### config.mk
export PLATFORM = sky130hd
export DESIGN_NAME = hazard_ctrl_flat
export DESIGN_NICKNAME = d
export VERILOG_FILES = /design/src/rtl/hazard_ctrl_if.sv /design/src/rtl/hazard_ctrl.sv /design/src/flat_wrapper.sv
export SDC_FILE = /design/constraint.sdc
export NUM_CORES = 1
export LEC_CHECK = 0
export ABC_AREA = 1
export ABC_CLOCK_PERIOD_IN_PS = 3200
export CORE_MARGIN = 10
export CORE_UTILIZATION = 44
export CTS_CLUSTER_SIZE = 16
export DETAILED_ROUTE_END_ITERATION = 10
export GPL_ROUTABILITY_DRIVEN = 0
export PLACE_DENSITY = 0.83
export SLEW_MARGIN = 20
export SYNTH_ARGS = -nofsm -noshare
export SYNTH_HDL_FRONTEND = slang
export SYNTH_SLANG_ARGS = --single-unit
### constraint.sdc
create_clock -name clk -period 3.2 [get_ports clk]
set_input_delay 0.32 -clock clk [delete_from_list [all_inputs] [get_ports clk]]
set_output_delay 0.32 -clock clk [all_outputs]
set_load 0.01 [all_outputs]
### src/rtl/hazard_ctrl_if.sv
// Hazard-unit bundle: ID/EX status from the pipeline and the stall/flush controls back to it.
// master = pipeline side, slave = hazard_ctrl.
interface hazard_ctrl_if;
    logic [4:0] id_rs;
    logic [4:0] id_rt;
    logic       id_uses_rs;
    logic       id_uses_rt;
    logic       ex_memread;
    logic [4:0] ex_rt;
    logic       ex_redirect;
    logic       ex_md_start;
    logic       pc_stall;
    logic       if_id_stall;
    logic       if_id_flush;
    logic       id_ex_stall;
    logic       id_ex_flush;
    logic       ex_mem_flush;
    logic       md_busy;
    logic       md_done;

    modport master (
        output id_rs, id_rt, id_uses_rs, id_uses_rt, ex_memread, ex_rt, ex_redirect, ex_md_start,
        input  pc_stall, if_id_stall, if_id_flush, id_ex_stall, id_ex_flush, ex_mem_flush,
               md_busy, md_done
    );

    modport slave (
        input  id_rs, id_rt, id_uses_rs, id_uses_rt, ex_memread, ex_rt, ex_redirect, ex_md_start,
        output pc_stall, if_id_stall, if_id_flush, id_ex_stall, id_ex_flush, ex_mem_flush,
               md_busy, md_done
    );
endinterface

### src/rtl/hazard_ctrl.sv
// Load-use / redirect / mul-div hazard control; outputs combinational, zero latency.
// Optional HAZARD_PERF_CNT_EN adds stall_cycles and flush_events counters.
module hazard_ctrl #(
    parameter int unsigned MD_LATENCY = 4
) (
    input  logic        clk,
    input  logic        rst_n,
    hazard_ctrl_if.slave hz
`ifdef HAZARD_PERF_CNT_EN
    ,
    output logic [31:0] stall_cycles,
    output logic [31:0] flush_events
`endif
);

    typedef enum logic [1:0] {
        MD_IDLE = 2'd0,
        MD_BUSY = 2'd1,
        MD_DONE = 2'd2
    } md_state_e;

    localparam logic [4:0] CNT_INIT = (MD_LATENCY > 2) ? 5'(MD_LATENCY - 3) : 5'd0;

    md_state_e  state_q, state_d;
    logic [4:0] cnt_q, cnt_d;
    logic       md_stall;
    logic       lu;

    always_ff @(posedge clk or negedge rst_n) begin
        if (!rst_n) begin
            state_q <= MD_IDLE;
            cnt_q   <= 5'd0;
        end else begin
            state_q <= state_d;
            cnt_q   <= cnt_d;
        end
    end

    always_comb begin
        state_d = state_q;
        cnt_d   = cnt_q;
        unique case (state_q)
            MD_IDLE: begin
                if (hz.ex_md_start) begin
                    if (MD_LATENCY > 2) begin
                        state_d = MD_BUSY;
                        cnt_d   = CNT_INIT;
                    end else begin
                        state_d = MD_DONE;
                    end
                end
            end
            MD_BUSY: begin
                if (cnt_q != 5'd0) cnt_d = cnt_q - 5'd1;
                else               state_d = MD_DONE;
            end
            MD_DONE: state_d = MD_IDLE;
            default: state_d = MD_IDLE;
        endcase
        // A redirect squashes the op in EX, so any mul/div in flight is abandoned.
        if (hz.ex_redirect) begin
            state_d = MD_IDLE;
            cnt_d   = 5'd0;
        end
    end

    assign md_stall = ((state_q == MD_IDLE) && hz.ex_md_start) || (state_q == MD_BUSY);
    assign lu = hz.ex_memread && (hz.ex_rt != 5'd0) &&
                ((hz.id_uses_rs && (hz.id_rs == hz.ex_rt)) ||
                 (hz.id_uses_rt && (hz.id_rt == hz.ex_rt)));

    always_comb begin
        hz.pc_stall     = 1'b0;
        hz.if_id_stall  = 1'b0;
        hz.if_id_flush  = 1'b0;
        hz.id_ex_stall  = 1'b0;
        hz.id_ex_flush  = 1'b0;
        hz.ex_mem_flush = 1'b0;
        // Outputs are forced low for the whole reset assertion, not just after the edge.
        if (rst_n) begin
            if (hz.ex_redirect) begin
                hz.if_id_flush = 1'b1;
                hz.id_ex_flush = 1'b1;
            end else if (md_stall) begin
                hz.pc_stall     = 1'b1;
                hz.if_id_stall  = 1'b1;
                hz.id_ex_stall  = 1'b1;
                hz.ex_mem_flush = 1'b1;
            end else if (lu) begin
                hz.pc_stall    = 1'b1;
                hz.if_id_stall = 1'b1;
                hz.id_ex_flush = 1'b1;
            end
        end
    end

    assign hz.md_busy = rst_n && (state_q != MD_IDLE);
    assign hz.md_done = rst_n && (state_q == MD_DONE);

`ifdef HAZARD_PERF_CNT_EN
    always_ff @(posedge clk or negedge rst_n) begin
        if (!rst_n) begin
            stall_cycles <= 32'd0;
            flush_events <= 32'd0;
        end else begin
            if (hz.pc_stall)    stall_cycles <= stall_cycles + 32'd1;
            if (hz.if_id_flush) flush_events <= flush_events + 32'd1;
        end
    end
`endif

endmodule

### src/flat_wrapper.sv
// flat-port wrapper written by rule: the top's interface ports become plain ports
module hazard_ctrl_flat 
#(
    parameter int unsigned MD_LATENCY = 4
)
  (clk, rst_n, hz_id_rs, hz_id_rt, hz_id_uses_rs, hz_id_uses_rt, hz_ex_memread, hz_ex_rt, hz_ex_redirect, hz_ex_md_start, hz_pc_stall, hz_if_id_stall, hz_if_id_flush, hz_id_ex_stall, hz_id_ex_flush, hz_ex_mem_flush, hz_md_busy, hz_md_done);
  hazard_ctrl_if hz_i ();
  input  logic clk;
  input  logic rst_n;
  input wire logic [$bits(hz_i.id_rs)-1:0] hz_id_rs;
  input wire logic [$bits(hz_i.id_rt)-1:0] hz_id_rt;
  input wire logic [$bits(hz_i.id_uses_rs)-1:0] hz_id_uses_rs;
  input wire logic [$bits(hz_i.id_uses_rt)-1:0] hz_id_uses_rt;
  input wire logic [$bits(hz_i.ex_memread)-1:0] hz_ex_memread;
  input wire logic [$bits(hz_i.ex_rt)-1:0] hz_ex_rt;
  input wire logic [$bits(hz_i.ex_redirect)-1:0] hz_ex_redirect;
  input wire logic [$bits(hz_i.ex_md_start)-1:0] hz_ex_md_start;
  output wire logic [$bits(hz_i.pc_stall)-1:0] hz_pc_stall;
  output wire logic [$bits(hz_i.if_id_stall)-1:0] hz_if_id_stall;
  output wire logic [$bits(hz_i.if_id_flush)-1:0] hz_if_id_flush;
  output wire logic [$bits(hz_i.id_ex_stall)-1:0] hz_id_ex_stall;
  output wire logic [$bits(hz_i.id_ex_flush)-1:0] hz_id_ex_flush;
  output wire logic [$bits(hz_i.ex_mem_flush)-1:0] hz_ex_mem_flush;
  output wire logic [$bits(hz_i.md_busy)-1:0] hz_md_busy;
  output wire logic [$bits(hz_i.md_done)-1:0] hz_md_done;
  assign hz_i.id_rs = hz_id_rs;
  assign hz_i.id_rt = hz_id_rt;
  assign hz_i.id_uses_rs = hz_id_uses_rs;
  assign hz_i.id_uses_rt = hz_id_uses_rt;
  assign hz_i.ex_memread = hz_ex_memread;
  assign hz_i.ex_rt = hz_ex_rt;
  assign hz_i.ex_redirect = hz_ex_redirect;
  assign hz_i.ex_md_start = hz_ex_md_start;
  assign hz_pc_stall = hz_i.pc_stall;
  assign hz_if_id_stall = hz_i.if_id_stall;
  assign hz_if_id_flush = hz_i.if_id_flush;
  assign hz_id_ex_stall = hz_i.id_ex_stall;
  assign hz_id_ex_flush = hz_i.id_ex_flush;
  assign hz_ex_mem_flush = hz_i.ex_mem_flush;
  assign hz_md_busy = hz_i.md_busy;
  assign hz_md_done = hz_i.md_done;
  hazard_ctrl #(.MD_LATENCY(MD_LATENCY)) u_core (.clk(clk), .rst_n(rst_n), .hz(hz_i));
endmodule
======== Word-level counts from Yosys, hierarchy flattened ========
Index checks and enable logic that the tools add are counted.
operators by class
  reductions and logical operators ........ 16
  bitwise gates (word level) .............. 0
  equal/unequal tests ..................... 7
  multipliers ............................. 0
  mux-type cells .......................... 20
  $lt $le $gt $ge ......................... 0
  divide/modulo/power cells ............... 0
  add/subtract/negate cells ............... 1
  shift operators ......................... 0
operator list
  operator               count
  $mux W5                3
  $mux W1                12
  $eq A5 B5 Y1           2
  $pmux W5 S2            1
  $reduce_bool A5 Y1     2
  $logic_and A1 B1 Y1    7
  $mux W2                3
  $ne A3 B3 Y1 const B   2
  $sub A5 B1 Y5 const B  1
  $pmux W2 S2            1
  $ne A3 B2 Y1 const B   1
  $reduce_and A3 Y1      1
  $reduce_bool A3 Y1     1
  $eq A2 B1 Y1 const B   1
  $eq A2 B2 Y1 const B   1
  $logic_not A2 Y1       1
  $logic_or A1 B1 Y1     2
  $reduce_and A2 Y1      1
  $reduce_bool A2 Y1     1
word-level totals
  memories kept ........................... 0
  bits in latches ......................... 0
  bits in registers ....................... 7
  bits in read-only memories .............. 0
  output and inout bits ................... 8
  RAM bits ................................ 0
  logic and storage cells ................. 46

======== Depth between registers and ports, before layout ========
  word-level depth ........................ 8
  gate-level depth with buffers ........... 9

======== Worst setup path before layout ========
Ideal clock, no wire load.
  kind .................................... input -> output
  from .................................... in hz_ex_rt[2]
  to ...................................... out hz_pc_stall
  stages .................................. 8
  slack ................................... 1.898 ns
  arrival ................................. 0.982 ns
  buffers on the path ..................... 1
  path through ............................ inv_1 nor2_1 nor2_1 nand3_1 nand2_1 nand3_1 nand2_1 buf_4
between the ends
  longest elaborated chain between the ends .. 8
  elaborated cells between the ends (all ways) .. 12
  those cells by class .................... eq/ne (2); mux (4); reduce/logical (6)
RTL lines
  item                                    line                                  source
  start, declared                         flat_wrapper.sv:15                    input wire logic [$bits(hz_i.ex_rt)-1:0] hz_ex_rt;
  $eq A5 B5 Y1 (on tied branches)         hazard_ctrl.sv:69, hazard_ctrl.sv:70
  $logic_and A1 B1 Y1 (on tied branches)  hazard_ctrl.sv:69, hazard_ctrl.sv:70
  $logic_or A1 B1 Y1                      hazard_ctrl.sv:69                     ((hz.id_uses_rs && (hz.id_rs == hz.ex_rt)) ||
  $logic_and A1 B1 Y1 (*)                 hazard_ctrl.sv:68                     assign lu = hz.ex_memread && (hz.ex_rt != 5'd0) &&
  $mux W1 (*) (4 in a row)                -
  end, declared                           flat_wrapper.sv:18                    output wire logic [$bits(hz_i.pc_stall)-1:0] hz_pc_stall;
Every way passes the cells marked *; elsewhere a longest branch is shown, timed or not.

======== Worst setup path after layout ========
  from .................................... in rst_n
  to ...................................... out hz_if_id_stall
between the ends
  longest elaborated chain between the ends .. 1
RTL lines
  item             line                source
  start, declared  flat_wrapper.sv:9   input logic rst_n;
  $mux W1          hazard_ctrl.sv:80   if (rst_n) begin
  end, declared    flat_wrapper.sv:19  output wire logic [$bits(hz_i.if_id_stall)-1:0] hz_if_id_stall;
No other way between the ends.

==> run summary <==
Status: completed
Diodes inserted: 0
Area contributors post-synth: dfrtp_1, nand2_1, inv_1
Hold WC Path Type: in2async
Share of cells above drive strength 1: 0.0878
Area delta synth->final: 47.6%
Fin crit share: 0.728
Initial antenna violation count: 0
Register area share after synthesis: 0.259
# resized after CTS: 0
Die width: 59.2 um
Peak supply drop: 0.000197 V
Post-DRT Antenna Nets: 0
Power Density: 334 nW/um^2
# nets final: 172
CP Data Arrival Time: 2010 ps
Warnings from Yosys: 0
Overall routing resource usage: 0.103
PortBufs: 29
Fin crit period: 2330 ps
Post-Syn Area: 676 um^2
Vias per inst: 4.77
Inserted Clock Buffers: 3
Clock buffer depth: 2
DRT iter0 DRCs: 30
CTS Root Cell: clkbuf_4
Slew margin rel.: 0.749
Required time of the critical path: 2880 ps
Max-slew violation count: 0
CORE AREA: 1470 um^2
Area leader, netlist: dfrtp_1
Met3 Use GR: 0.0129
Count leader, synth: nand2_1
Global-route wire length before repair: 2900 um
Hold_buf cts: 0
Tightest Pin Transition: 375 ps
Global route hottest layer: met2
TNS Setup: 0 ps
Commonest cells post-synth: nand2_1, inv_1, nor2_1
Max FO, Critical Path: 9
Final setup fails: 0
Placed instance count: 160
Synthesis-stage register bit count: 7
Final hold vios: 0
Fin Clk Skew: 11.4 ps
Grt ovf: 0
Finished Layout Cells: 164
Leak: 0.557 nW
Std-Cell Rows: 14
Synth top area share: 0.259
Mapped Cells: 117
Clk sink count: 7
Initial core utilization: 0.459
DPL Wire Length: 1560 um
Met1 GRT Util: 0.116
Syn Area/Cell: 5.77 um^2
Max Fclk: 429 MHz
Worst setup path class: in2out
Total wire length: 1830 um
Largest net degree at the start of global routing: 10
Synth Flop Type: dfrtp_1
I/O pins: 30
Die Y: 59.2 um
Vias in the first global route: 729
Synth cell types: 20
H-Tree Depth: 1
Postcts setup bufs: 0
TritonCTS clock tree: done
Async set-or-reset flop fraction in the synthesized netlist: 1.00
Latest clock arrival within the worst-skew pair: 270 ps
Via Count: 782
Endpoint class of the critical path: output pin
M2 GR Usage: 0.178
Routed WL per cell: 11.2 um
# Max-Cap Violations: 0
Syn Nets: 140
Initial DRT Pass Iterations: 4
Area of the die: 3500 um^2
Post-synth EDFFs: 0
Unrepaired setup endpoints after global routing: no
Crit start category: primary input
Worst-path clk slew: 60 ps
DR DRC count: 0
## report_power, final
part / internal, W / total (W) / switching [W]
sequential: 0.0000984 / 0.000107 / 0.00000884
clock: 0.0000479 / 0.0000857 / 0.0000378
combinational: 0.0000658 / 0.000140 / 0.0000740
total: 0.000212 / 0.000333 / 0.000121
## kinds of logic after synthesis
logic type / Yosys count / share of synthesized area
adder cells (fa/ha/maj): 1 / 0.0185
AND/OR/NAND/NOR: 67 / 0.431
flip-flops: 7 / 0.259
XOR/XNOR: 1 / 0.0130
AO/OA/AOI/OAI: 11 / 0.100
buffers and inverters: 30 / 0.178
## layer usage
metal,vias to the layer above,share of wire
li1,422,-
met1,325,0.44
met2,29,0.48
met3,6,0.058
met4,0,0.022
met5,-,0
## layout make-up
cell class,count,area [um^2]
Sequential cell,7,175
Fill cell,146,474
Multi-Input combinational cell,80,380
Clock buffer,4,26.3
Tap cell,16,20.0
Timing Repair Buffer,29,290
Inverter,28,105
## registers in the layout (all words and copies together), names as in the netlist
register	flops
u_core.state_q	2
u_core.cnt_q	5
## critical path, cell delays in order
cell and delay [ps]:
clkdlybuf4s50_1 690, inv_1 150, nor2_1 140, nand3_1 90
nand2_1 80, clkdlybuf4s50_1 540
## worst paths after layout
kind / slack [ps] / startpoint / cells after the start / endpoint
min in group clk: 500 / u_core.cnt_q[4] / 2 / u_core.cnt_q[4]
max in group asynchronous: 2590 / rst_n / 1 / u_core.state_q[1]
setup / recovery: 870 / rst_n / 6 / hz_if_id_stall
hold / removal: 330 / rst_n / 1 / u_core.state_q[0]
setup reg to reg: 1730 / u_core.cnt_q[0] / 7 / u_core.cnt_q[3]
hold reg to reg: 500 / u_core.cnt_q[4] / 2 / u_core.cnt_q[4]
## through the flow
step / hold slack [ps] / setup slack [ps] / instance area [um^2] / util / total power (W)
3_3_place_gp: 479 / 905 / 971 / 0.660 / 0.000243
3_5_place_dp: 481 / 848 / 971 / 0.660 / 0.000248
2_1_floorplan: 24.4 / 1900 / 676 / - / 0.000189
4_1_cts: 335 / 857 / 997 / 0.678 / 0.000333
5_1_grt: 359 / 716 / 997 / 0.678 / 0.000355
6_report: 332 / 871 / 997 / 0.678 / 0.000333
## layout by cell type, fill, tap and decap left out
cell type,netlist,final
nor2_1,11,11
nand2_4,1,1
o21ai_1,7,7
nor3_1,1,1
xor2_1,1,1
nand4_1,4,4
nand3_1,7,7
a31oi_1,1,1
clkbuf_1,0,1
o21ai_4,1,1
inv_1,22,22
o21ai_0,1,1
inv_2,6,6
clkbuf_4,0,3
ha_1,1,1
clkdlybuf4s50_1,0,29
nand2_1,40,40
dfrtp_1,7,7
a21oi_1,1,1
or2_1,1,1
nand2_2,1,1
nor2_4,1,1
Power figures use the tool's default switching activity.
